**src/rtl/mips_pkg.sv**
```systemverilog
// Shared types and constants for the MIPS boot/program-load sequencer.
package mips_pkg;

    typedef enum logic [2:0] {
        IDLE,
        LOAD,
        FLUSH,
        RUN,
        ERROR
    } boot_state_t;

    localparam int unsigned WORD_BYTES = 4;

endpackage

```
**src/rtl/mips_boot_checksum.sv**
```systemverilog
// Running modulo-2^32 sum of loaded program words, compared against an expected value
// at the end of the flush window. Only instantiated when MIPS_BOOT_CHECKSUM_EN is defined.
module mips_boot_checksum (
    input  logic        clock,
    input  logic        reset,
    input  logic        clear,
    input  logic        add_en,
    input  logic [31:0] add_data,
    input  logic [31:0] expected_sum,
    input  logic        check_en,
    output logic        sum_match,
    output logic        sum_ok
);

    logic [31:0] sum_q, sum_d;
    logic        sum_ok_q, sum_ok_d;

    assign sum_match = (sum_q == expected_sum);
    assign sum_ok    = sum_ok_q;

    always_comb begin
        sum_d    = sum_q;
        sum_ok_d = sum_ok_q;
        if (clear) begin
            sum_d    = '0;
            sum_ok_d = 1'b0;
        end else begin
            if (add_en)   sum_d    = sum_q + add_data;
            if (check_en) sum_ok_d = sum_match;
        end
    end

    always_ff @(posedge clock) begin
        if (reset) begin
            sum_q    <= '0;
            sum_ok_q <= 1'b0;
        end else begin
            sum_q    <= sum_d;
            sum_ok_q <= sum_ok_d;
        end
    end

endmodule

```
**src/rtl/mips_boot_loader.sv**
```systemverilog
// Boot sequencer: streams program words into instruction memory, holds the pipeline in reset
// through load and flush, then releases it. Define MIPS_BOOT_CHECKSUM_EN to add checksum gating.
module mips_boot_loader
    import mips_pkg::*;
#(
    parameter logic [31:0] ADDR_BASE    = 32'h0,
    parameter int          DEPTH_WORDS  = 256,
    parameter int          FLUSH_CYCLES = 4,
    localparam int         CNT_W        = $clog2(DEPTH_WORDS) + 1
) (
    input  logic             clock,
    input  logic             reset,
    input  logic             start,
    input  logic             load_valid,
    output logic             load_ready,
    input  logic [31:0]      load_data,
    input  logic             load_last,
    output logic             inst_mem_load_enable,
    output logic [31:0]      inst_mem_write_addr,
    output logic [31:0]      inst_mem_write_data,
    output logic             pc_reset,
    output logic             busy,
    output logic             done,
    output logic             error,
`ifdef MIPS_BOOT_CHECKSUM_EN
    input  logic [31:0]      expected_sum,
    output logic             sum_ok,
`endif
    output logic [CNT_W-1:0] word_count
);

    localparam int FL_W = $clog2(FLUSH_CYCLES) + 1;

    boot_state_t      state_q, state_d;
    logic [31:0]      ptr_q, ptr_d;
    logic [31:0]      waddr_q, waddr_d;
    logic [31:0]      wdata_q, wdata_d;
    logic             en_q, en_d;
    logic [CNT_W-1:0] wc_q, wc_d;
    logic [FL_W-1:0]  fcnt_q, fcnt_d;

    logic accept, overflow, enter_load, flush_done, chk_pass;

    assign accept     = (state_q == LOAD) && load_valid;
    assign overflow   = (wc_q == CNT_W'(DEPTH_WORDS));
    assign enter_load = start && ((state_q == IDLE) || (state_q == RUN));
    // The first FLUSH cycle carries the final write strobe; counting begins after it.
    assign flush_done = (state_q == FLUSH) && !en_q && (fcnt_q == FL_W'(FLUSH_CYCLES - 1));

`ifdef MIPS_BOOT_CHECKSUM_EN
    mips_boot_checksum u_checksum (
        .clock        (clock),
        .reset        (reset),
        .clear        (enter_load),
        .add_en       (en_d),
        .add_data     (load_data),
        .expected_sum (expected_sum),
        .check_en     (flush_done),
        .sum_match    (chk_pass),
        .sum_ok       (sum_ok)
    );
`else
    assign chk_pass = 1'b1;
`endif

    always_comb begin
        // NOTE: every always_comb target gets a default first so no path can infer a latch.
        state_d = state_q;
        ptr_d   = ptr_q;
        waddr_d = waddr_q;
        wdata_d = wdata_q;
        en_d    = 1'b0;
        wc_d    = wc_q;
        fcnt_d  = fcnt_q;
        case (state_q)
            IDLE, RUN: begin
                if (enter_load) begin
                    state_d = LOAD;
                    ptr_d   = ADDR_BASE;
                    wc_d    = '0;
                end
            end
            LOAD: begin
                if (accept) begin
                    if (overflow) begin
                        state_d = ERROR;
                    end else begin
                        en_d    = 1'b1;
                        waddr_d = ptr_q;
                        wdata_d = load_data;
                        ptr_d   = ptr_q + 32'(WORD_BYTES);
                        wc_d    = wc_q + CNT_W'(1);
                        if (load_last) begin
                            state_d = FLUSH;
                            fcnt_d  = '0;
                        end
                    end
                end
            end
            FLUSH: begin
                if (flush_done)  state_d = chk_pass ? RUN : ERROR;
                else if (!en_q)  fcnt_d  = fcnt_q + FL_W'(1);
            end
            ERROR:   state_d = ERROR;
            default: state_d = IDLE;
        endcase
    end

    // NOTE: state registers use non-blocking assignments so every flop samples pre-edge values.
    always_ff @(posedge clock) begin
        if (reset) begin
            state_q <= IDLE;
            ptr_q   <= ADDR_BASE;
            waddr_q <= ADDR_BASE;
            wdata_q <= '0;
            en_q    <= 1'b0;
            wc_q    <= '0;
            fcnt_q  <= '0;
        end else begin
            state_q <= state_d;
            ptr_q   <= ptr_d;
            waddr_q <= waddr_d;
            wdata_q <= wdata_d;
            en_q    <= en_d;
            wc_q    <= wc_d;
            fcnt_q  <= fcnt_d;
        end
    end

    assign load_ready           = (state_q == LOAD);
    assign inst_mem_load_enable = en_q;
    assign inst_mem_write_addr  = waddr_q;
    assign inst_mem_write_data  = wdata_q;
    assign pc_reset             = (state_q != RUN);
    assign busy                 = (state_q == LOAD) || (state_q == FLUSH);
    assign done                 = (state_q == RUN);
    assign error                = (state_q == ERROR);
    assign word_count           = wc_q;

endmodule

```
**config.mk**
```make
export PLATFORM = sky130hd
export DESIGN_NAME = mips_boot_loader
export DESIGN_NICKNAME = d
export VERILOG_FILES = /design/src/rtl/mips_pkg.sv /design/src/rtl/mips_boot_checksum.sv /design/src/rtl/mips_boot_loader.sv
export SDC_FILE = /design/constraint.sdc
export NUM_CORES = 1
export LEC_CHECK = 0
export CAP_MARGIN = 20
export CORE_ASPECT_RATIO = 1.25
export CORE_UTILIZATION = 35
export DETAILED_ROUTE_END_ITERATION = 7
export GPL_TIMING_DRIVEN = 1
export PLACE_DENSITY = 0.64
export SKIP_CTS_REPAIR_TIMING = 1
export SLEW_MARGIN = 40
export SYNTH_ARGS = -nofsm -noshare
export SYNTH_HDL_FRONTEND = slang
export SYNTH_SLANG_ARGS = --single-unit
```
**constraint.sdc**
```tcl
create_clock -name clock -period 2.1 [get_ports clock]
set_input_delay 0.42 -clock clock [delete_from_list [all_inputs] [get_ports clock]]
set_output_delay 0.42 -clock clock [all_outputs]
set_load 0.05 [all_outputs]
```
## Word-level counts from Yosys, hierarchy flattened

Cells that the tools add are included.

- $add $sub $neg: 3
- Eq/ne operators: 15
- Mux-type cells: 21
- Bitwise gates (word level): 3
- Reductions and logical operators: 16

Operator list:

| cell | number |
|---|---|
| 32-bit two-way mux | 3 |
| 32-bit one-hot mux with 2 select lines | 1 |
| 32-bit by 3-bit adder with 32-bit output, second input constant | 1 |
| 3-bit two-way mux | 10 |
| 9-bit two-way mux | 3 |
| 9-bit one-hot mux with 2 select lines | 1 |
| 3-bit one-hot mux with 4 select lines | 1 |
| 2-bit != test, second input constant | 5 |
| 9-bit by 1-bit adder with 9-bit output, second input constant | 1 |
| 3-bit by 2-bit == test with 1-bit output, second input constant | 3 |
| 9-bit == test, second input constant | 1 |
| 4-bit AND reduction | 2 |
| 3-bit one-hot mux with 2 select lines | 1 |
| 6-bit AND reduction | 1 |
| 1-bit logical AND | 4 |
| 2-bit by 1-bit != test with 1-bit output, second input constant | 2 |
| 2-bit nonzero test | 2 |
| 3-bit by 1-bit adder with 3-bit output, second input constant | 1 |
| 3-bit by 1-bit == test with 1-bit output, second input constant | 1 |
| 3-bit == test, second input constant | 1 |
| 3-bit logical NOT | 1 |
| 3-bit by 1-bit != test with 1-bit output, second input constant | 1 |
| 3-bit by 2-bit != test with 1-bit output, second input constant | 1 |
| 1-bit NOT | 3 |
| 6 further kinds | 7 |

- Flip-flop bits (word level): 112
- Output and inout bits: 79
- Logic and storage cells: 65

## Logic depth before layout (Yosys ltp)

Gate-level depths: netlist of the first run.

- Depth in word-level cells: 5
- Mapped depth: 9
- Gate-level depth less buffers: 7

## Worst setup path after synthesis of the first run

No wires, ideal clock.

- Path kind: register -> register
- Start point: register wc_q[2], in the netlist word_count[2]
- End point: register ptr_q[24]
- Library setup time: 70 ps
- Arrival: 2180 ps
- Data required time: 2030 ps
- Setup slack: -150 ps
- Cell stages (with the launch flop): 8
- Buffers on the path: 2
- Period minus slack after synthesis: 2250 ps
- Cells stage by stage: dfxtp_1 > or4_4 > or2_0 > buf_6 > a311oi_4 > buf_6 > a21oi_1 > a21oi_1

- Longest elaborated chain between the ends: 3

Ends and longest elaborated chain:

| item | line | source |
|---|---|---|
| start: declaration | mips_boot_loader.sv:39 | `logic [CNT_W-1:0] wc_q, wc_d;` |
| start signal: assignment | mips_boot_loader.sv:125 | `wc_q <= wc_d;` |
| 9-bit == test | mips_boot_loader.sv:45 | `assign overflow = (wc_q == CNT_W'(DEPTH_WORDS));` |
| 2-bit != test (no line) | n/a |  |
| 4-bit AND reduction (no line) | n/a |  |
| end signal: assignment | mips_boot_loader.sv:121 | `ptr_q <= ptr_d;` |
| end: declaration | mips_boot_loader.sv:35 | `logic [31:0] ptr_q, ptr_d;` |

Every way passes these cells.
A chain may end at the register's enable or synchronous reset.

## Worst setup path after layout of the first run

- Start point: register wc_q[3], in the netlist word_count[3]
- End point: register ptr_q[13]

Same word-level chain as after synthesis.

==> results of run 1 <==
## worst paths after layout
kind | depth (start not counted) | endpoint | slack, ns | startpoint
max | 7 | ptr_q[13]$_SDFFE_PP0P_ | 0.04 | word_count[3]$_SDFFE_PP0P_
min | 2 | inst_mem_write_data[26]$_SDFFE_PP0P_ | 0.45 | inst_mem_write_data[26]$_SDFFE_PP0P_
max reg2reg | 7 | ptr_q[13]$_SDFFE_PP0P_ | 0.04 | word_count[3]$_SDFFE_PP0P_
min reg2reg | 2 | inst_mem_write_data[26]$_SDFFE_PP0P_ | 0.45 | inst_mem_write_data[26]$_SDFFE_PP0P_
## logic make-up (layout without fill, tap and decap cells)
kind of cell,count (synthesis),after routing,synth area share
other cells,1,2,0.000804
mux,2,2,0.00456
buf+inv,53,204,0.0509
xor+xnor,2,2,0.00375
fa+ha+maj,5,5,0.0134
flops,108,108,0.463
simple gates,266,266,0.266
compound gates,153,153,0.198
## worst max-delay path: cells and delay by family, from the launching register on
family                 cells  cell delay [ns]
AOI/OAI and AO/OA          3             0.47
buffers and inverters      2             0.33
and+or+nand+nor            2             0.81
DFF                        1             0.34
## layer usage
layer / vias up / GRT usage / part of all wire
met5: - / 0 / 0
li1: 2344 / - / -
met2: 152 / 0.334 / 0.51
met3: 16 / 0.0273 / 0.044
met4: 0 / 0.0649 / 0.014
met1: 2241 / 0.227 / 0.44
## stage by stage
stage          utilization  TNS [ns]  setup slack [ns]
2_1_floorplan            -  -0.00284          -0.00284
3_3_place_gp         0.492         0            0.0444
3_5_place_dp         0.492   -0.0208           -0.0111
4_1_cts              0.515    -0.101           -0.0380
5_1_grt              0.527   -0.0328           -0.0328
6_report             0.527         0            0.0398
## layout by cell type, fill, tap and decap left out, types with 7 or more instances in the layout
master / count
sky130_fd_sc_hd__a21oi_1: 87
sky130_fd_sc_hd__a31oi_1: 7
sky130_fd_sc_hd__and3_1: 7
sky130_fd_sc_hd__buf_12: 10
sky130_fd_sc_hd__buf_4: 58
sky130_fd_sc_hd__clkbuf_16: 11
sky130_fd_sc_hd__clkdlybuf4s50_1: 100
sky130_fd_sc_hd__dfxtp_1: 104
sky130_fd_sc_hd__inv_1: 11
sky130_fd_sc_hd__nand2_1: 155
sky130_fd_sc_hd__nand3_1: 15
sky130_fd_sc_hd__nand4_1: 11
sky130_fd_sc_hd__nor2_1: 26
sky130_fd_sc_hd__nor3_1: 8
sky130_fd_sc_hd__o21ai_0: 20
sky130_fd_sc_hd__or4_1: 7
## cell usage after synthesis, types with 2 or more instances
| cell type | instances | area, um^2 |
|---|---|---|
| sky130_fd_sc_hd__a22o_2 | 2 | 20.0 |
| sky130_fd_sc_hd__buf_1 | 5 | 18.8 |
| sky130_fd_sc_hd__buf_4 | 3 | 22.5 |
| sky130_fd_sc_hd__nor2_1 | 26 | 97.6 |
| sky130_fd_sc_hd__ha_1 | 5 | 62.6 |
| sky130_fd_sc_hd__nand4_1 | 11 | 68.8 |
| sky130_fd_sc_hd__nor4_1 | 6 | 37.5 |
| sky130_fd_sc_hd__o21ai_0 | 22 | 110 |
| sky130_fd_sc_hd__a41oi_1 | 3 | 26.3 |
| sky130_fd_sc_hd__a31oi_1 | 7 | 43.8 |
| sky130_fd_sc_hd__and3_1 | 7 | 43.8 |
| sky130_fd_sc_hd__nand3_1 | 15 | 75.1 |
| sky130_fd_sc_hd__or4_1 | 7 | 52.6 |
| sky130_fd_sc_hd__nor3_1 | 9 | 45.0 |
| sky130_fd_sc_hd__o211ai_1 | 6 | 45.0 |
| sky130_fd_sc_hd__nand2b_1 | 5 | 31.3 |
| sky130_fd_sc_hd__or3_1 | 3 | 18.8 |
| sky130_fd_sc_hd__dfxtp_1 | 108 | 2160 |
| sky130_fd_sc_hd__and3_2 | 2 | 15.0 |
| sky130_fd_sc_hd__inv_1 | 12 | 45.0 |
| sky130_fd_sc_hd__nand2_1 | 156 | 586 |
| sky130_fd_sc_hd__a21oi_1 | 89 | 445 |
| sky130_fd_sc_hd__buf_2 | 10 | 50.1 |
| sky130_fd_sc_hd__a311oi_1 | 3 | 26.3 |
| sky130_fd_sc_hd__buf_6 | 2 | 22.5 |
| sky130_fd_sc_hd__nor2b_1 | 4 | 25.0 |
| sky130_fd_sc_hd__o32ai_1 | 2 | 17.5 |
| sky130_fd_sc_hd__clkbuf_1 | 21 | 78.8 |
| sky130_fd_sc_hd__nand3b_1 | 3 | 22.5 |
| sky130_fd_sc_hd__a211oi_1 | 4 | 30.0 |
| sky130_fd_sc_hd__o22ai_1 | 3 | 18.8 |
| sky130_fd_sc_hd__nor3b_1 | 2 | 15.0 |
| sky130_fd_sc_hd__or2_2 | 3 | 18.8 |
## state kept, by name, summed over array words and instances, names as in the netlist
name / flops
fcnt_q: 3
inst_mem_load_enable: 1
state_q: 3
word_count: 9
inst_mem_write_data: 32
inst_mem_write_addr: 30
ptr_q: 30
## power by group through the flow
| stage | clock [mW] | sequential (mW) | combinational (mW) |
|---|---|---|---|
| 2_1_floorplan | 0 | 2.25 | 0.256 |
| 3_3_place_gp | 0 | 2.14 | 0.634 |
| 3_5_place_dp | 0 | 2.14 | 0.644 |
| 4_1_cts | 1.72 | 2.10 | 0.646 |
| 5_1_grt | 1.80 | 2.10 | 0.722 |
| 6_report | 1.70 | 2.10 | 0.680 |
## layout make-up
| type | instances | share of cell area |
|---|---|---|
| Clock buffer | 14 | 0.0422 |
| Clock inverter | 2 | 0.00204 |
| Inverter | 12 | 0.00666 |
| Multi-Input combinational cell | 430 | 0.339 |
| Sequential cell | 108 | 0.321 |
| Tap cell | 168 | 0.0311 |
| Timing Repair Buffer | 176 | 0.257 |
==> flow_metrics.py, run 1 <==
metrics = {
    "status": {
        "outcome": "completed",
    },
    "logic_synthesis": {
        "async_reset_ff_frac": 0,
        "netlist_instances": 590,
        "ys.warnings.count": 0,
        "yosysSeqAreaShare": 0.463,
        "synth.cell_area_um2": 4670,
        "ys_types": 57,
        "synth_area_per_cell_um2": 7.91,
        "number_of_enable_flip_flop_cells_after_synthesis": 0,
        "yosys_most_used_dff": "sky130_fd_sc_hd__dfxtp_1",
        "postSynthRegisterBits": 108,
    },
    "timing": {
        "slew_viol_final": 0,
        "final-hold-violation-count": 0,
        "rsz_0062_raised_after_global_routing": "yes",
        "setup-violations-final": 0,
        "fmaxAchievable_mhz": 485,
        "max-slew-margin-rel": 0.573,
        "tightest_slew_ns": 0.641,
        "holdWs_ns": 0.452,
        "finalCriticalPeriod_ns": 2.06,
        "final_min_period_over_clock_period": 0.981,
        "finalClockSkew_ns": 0.00631,
    },
    "detailed_routing": {
        "drt_drc_violations_left": 0,
        "drtAntennaViolNets": 0,
        "first_iter_violations": 271,
        "drt_wl_total_mm": 13.3,
        "via_per_inst": 5.22,
        "route.detailed.wl_per_inst_um": 14.6,
        "number_of_optimization_iterations_in_the_first_detailed_route_pass": 6,
        "via_count": 4753,
    },
    "power_and_ir_drop": {
        "report.power.total_mw": 4.47,
        "p_clk_frac": 0.379,
        "cellInternalPower_mw": 3.31,
        "power.density_nw_per_um2": 662,
        "power.share.sequential": 0.469,
        "power.ir.vdd_worst_mv": 0.359,
        "sw_frac_of_total": 0.260,
        "p_comb_frac": 0.152,
        "netSwitchingPower_mw": 1.16,
        "power.leakage_nw": 2.44,
    },
    "clock_network": {
        "cts_tree": "built",
        "clock_insertion_delay_worst_skew_ns": 0.35,
        "cts_made_buffers": 9,
        "cts_max_level": 3,
        "clock_tree.root_cell": "sky130_fd_sc_hd__clkbuf_16",
        "cts-root-to-sink-buffers": 2,
        "worst_setup_hold_path_clk_slew_ns": 0.07,
        "numClockSinks": 108,
    },
    "floorplan": {
        "rows": 46,
        "core_area_um2": 12800,
        "die-height_um": 131,
        "fp.dieW_um": 105,
        "design.die.area_um2": 13800,
        "top_level_ports": 116,
        "initial_utilization": 0.364,
    },
    "worst_setup_path": {
        "critPathKind": "reg -> reg",
        "setup.worst_path.start_class": "flop",
        "endpoint_kind": "flop",
        "crit_path_cell_trace": "or4_4, or2_4, buf_4, a31oi_4, buf_12, a21oi_1, a211oi_1",
        "crit_path_top_delay_cell": "sky130_fd_sc_hd__or4_4",
        "cp.required_ns": 2.35,
        "slowest_delay_ns": 0.54,
        "critPathMaxFanout": 17,
        "arrival_time_worst_endpoint_ns": 2.32,
    },
    "placed_design": {
        "place.detailed.hpwl_mm": 9.30,
        "placed_cells": 884,
        "io_buffers": 113,
        "placement.cell_area_um2": 6310,
        "gp_congestion": 0.872,
    },
    "finish": {
        "insertedDiodeCount": 0,
        "ff_latch_area_um2": 2170,
        "syn_to_final_growth_pct": 44.9,
        "multi_input_area_um2": 2290,
        "instances_no_fill": 910,
        "design.final.nets": 779,
        "final.fill_count": 1178,
        "drive_gt1_frac": 0.159,
        "final_cell_area_um2": 6760,
    },
    "global_route": {
        "grt-ovfl-total": 0,
        "grt_pass1_vias": 4487,
        "first_pass_grt_wire_length_mm": 21.2,
        "track_usage": 0.187,
        "maximum_number_of_pins_on_one_net_before_global_route_repair": 63,
        "grt_antenna_before_repair": 0,
    },
    "worst_hold_path": {
        "hold_path.class": "reg -> reg",
    },
    "run": {
        "maxCapViolations": 0,
    },
}
(Power assumes the default switching activity.)
==> run 2: changes to the inputs <==
- CAP_MARGIN: 20 -> unset
- CELL_PAD_IN_SITES_DETAIL_PLACEMENT: unset -> 0
- CELL_PAD_IN_SITES_GLOBAL_PLACEMENT: unset -> 1
- CORE_UTILIZATION: 35 -> 32
- PLACE_DENSITY: 0.64 -> 0.78
==> run 2 against run 1 <==
Die area increased by 9.2%; sequential cell count did not move; first-iteration DRC count shrank 5.9%; non-clock buffer count down 4; critical path depth shrank 6; setup slack better by 0.018 ns; highest routed layer unchanged.
==> flow_metrics.py, run 2 (synthesized netlist as in run 1, its figures left out) <==
metrics = {
    "timing": {
        "max-slew-margin-rel": 0.642,
        "setup-violations-final": 0,
        "slew_viol_final": 0,
        "tightest_slew_ns": 0.532,
        "finalClockSkew_ns": 0.00885,
        "final_min_period_over_clock_period": 0.972,
        "holdWs_ns": 0.455,
        "fmaxAchievable_mhz": 490,
        "finalCriticalPeriod_ns": 2.04,
        "final.setup.worst_slack_ns": 0.0578,
        "final-hold-violation-count": 0,
    },
    "clock_network": {
        "cts_max_level": 3,
        "cts-root-to-sink-buffers": 2,
        "worst_setup_hold_path_clk_slew_ns": 0.07,
        "cts_tree": "built",
        "numClockSinks": 108,
        "clock_insertion_delay_worst_skew_ns": 0.35,
        "cts_made_buffers": 9,
        "clock_tree.root_cell": "sky130_fd_sc_hd__clkbuf_16",
    },
    "worst_setup_path": {
        "timing.reg2reg.setup_slack_ns": 0.06,
        "critical_path.top_delay_family": "buffers and inverters",
        "critPathMaxFanout": 5,
        "slowest_delay_ns": 0.85,
        "arrival_time_worst_endpoint_ns": 1.62,
        "setup.worst_path.start_class": "flop",
        "endpoint_kind": "primary output",
        "crit_path_cell_trace": "clkdlybuf4s50_1",
        "critPathKind": "reg -> out",
        "cp.required_ns": 1.68,
        "cp.buffers_inverters": 1,
        "crit_path_top_delay_cell": "sky130_fd_sc_hd__clkdlybuf4s50_1",
    },
    "finish": {
        "multi_input_area_um2": 2310,
        "layout.cells.most_common_list": "sky130_fd_sc_hd__nand2_1, sky130_fd_sc_hd__dfxtp_1, sky130_fd_sc_hd__clkdlybuf4s50_1",
        "drive_gt1_frac": 0.157,
        "insertedDiodeCount": 0,
        "syn_to_final_growth_pct": 45.1,
        "instances_no_fill": 916,
        "ff_latch_area_um2": 2170,
        "final.fill_count": 1414,
        "layout.core_utilization": 0.474,
        "largest_register_ffs": 32,
        "mostFrequentLayoutCell": "sky130_fd_sc_hd__nand2_1",
        "design.final.nets": 775,
    },
    "detailed_routing": {
        "met3_length_um": 640,
        "via_per_inst": 5.15,
        "drt_wl_total_mm": 13.6,
        "first_iter_violations": 255,
        "drt_drc_violations_left": 0,
        "top_signal_layer_used": "met4",
        "number_of_optimization_iterations_in_the_first_detailed_route_pass": 5,
        "drt_met1_wl_mm": 5.73,
        "via_count": 4720,
        "wl_met2_mm": 7.07,
        "drtAntennaViolNets": 0,
        "route.detailed.wl_per_inst_um": 14.9,
    },
    "global_route": {
        "first_pass_grt_wire_length_mm": 22.0,
        "track_usage": 0.186,
        "grt_pass1_vias": 4448,
        "grt-ovfl-total": 0,
        "maximum_number_of_pins_on_one_net_before_global_route_repair": 52,
        "grt_antenna_before_repair": 0,
    },
    "run": {
        "maxCapViolations": 0,
    },
    "floorplan": {
        "die-height_um": 137,
        "top_level_ports": 116,
        "core_area_um2": 14300,
        "design.die.area_um2": 15100,
        "initial_utilization": 0.327,
        "fp.dieW_um": 110,
        "rows": 49,
    },
    "placed_design": {
        "place_ws_ns": -0.00420,
        "io_buffers": 113,
        "gp_congestion": 0.862,
        "place.detailed.hpwl_mm": 9.81,
        "placed_cells": 896,
    },
    "worst_hold_path": {
        "hold_path.class": "reg -> reg",
    },
    "power_and_ir_drop": {
        "power.share.sequential": 0.435,
        "power.ir.vdd_worst_mv": 0.393,
        "p_clk_frac": 0.431,
        "power.leakage_nw": 2.45,
        "sw_frac_of_total": 0.246,
        "power.density_nw_per_um2": 712,
        "cellInternalPower_mw": 3.63,
        "p_comb_frac": 0.134,
        "netSwitchingPower_mw": 1.19,
        "report.power.total_mw": 4.82,
    },
    "status": {
        "outcome": "completed",
    },
}
[run 2: changes by cell type in the layout (fill, tap and decap cells not counted), sizes merged]
cell           change
clkbuf             -6
buf                -2
inv                +1
bufinv             +4
clkdlybuf4s50      -1
clkinv             -1
clkinvlp           +1
[run 2: power groups by stage]
| stage | logic (mW) | clock network [mW] | registers (mW) |
|---|---|---|---|
| after floorplan | 0.256 | 0 | 2.25 |
| after global placement | 0.629 | 0 | 2.14 |
| after detailed placement | 0.640 | 0 | 2.15 |
| after CTS | 0.641 | 2.13 | 2.10 |
| after global routing | 0.694 | 2.20 | 2.10 |
| final | 0.648 | 2.08 | 2.10 |
[run 2: area by class of cell]
type	count	share of cell area
multi-input cells	430	0.340
flip-flops and latches	108	0.321
repair buffers	172	0.245
clock buffers	9	0.0332
well taps	178	0.0329
clock inverters	7	0.0214
inverters	12	0.00665
[run 2: routing by layer]
layer	vias to the layer above	GRT usage
met5	-	0
met4	0	0.0704
met1	2236	0.223
met3	16	0.0290
li1	2332	-
met2	136	0.330
[run 2: final timing paths]
kind / to / cells after the start / startpoint
worst max-delay path: word_count[7] / 1 / word_count[7]$_SDFFE_PP0P_
worst min-delay path: inst_mem_write_addr[30]$_SDFFE_PP0P_ / 2 / inst_mem_write_addr[30]$_SDFFE_PP0P_
worst min register to register: inst_mem_write_addr[30]$_SDFFE_PP0P_ / 2 / inst_mem_write_addr[30]$_SDFFE_PP0P_
worst max register to register: ptr_q[11]$_SDFFE_PP0P_ / 7 / word_count[2]$_SDFFE_PP0P_
[run 2: per-stage QoR]
stage	instance area, um^2	setup TNS, ns
2_1_floorplan	4680	-0.00284
3_3_place_gp	6330	0
5_1_grt	6770	-0.00523
3_5_place_dp	6330	-0.00420
6_report	6770	0
4_1_cts	6700	-0.113
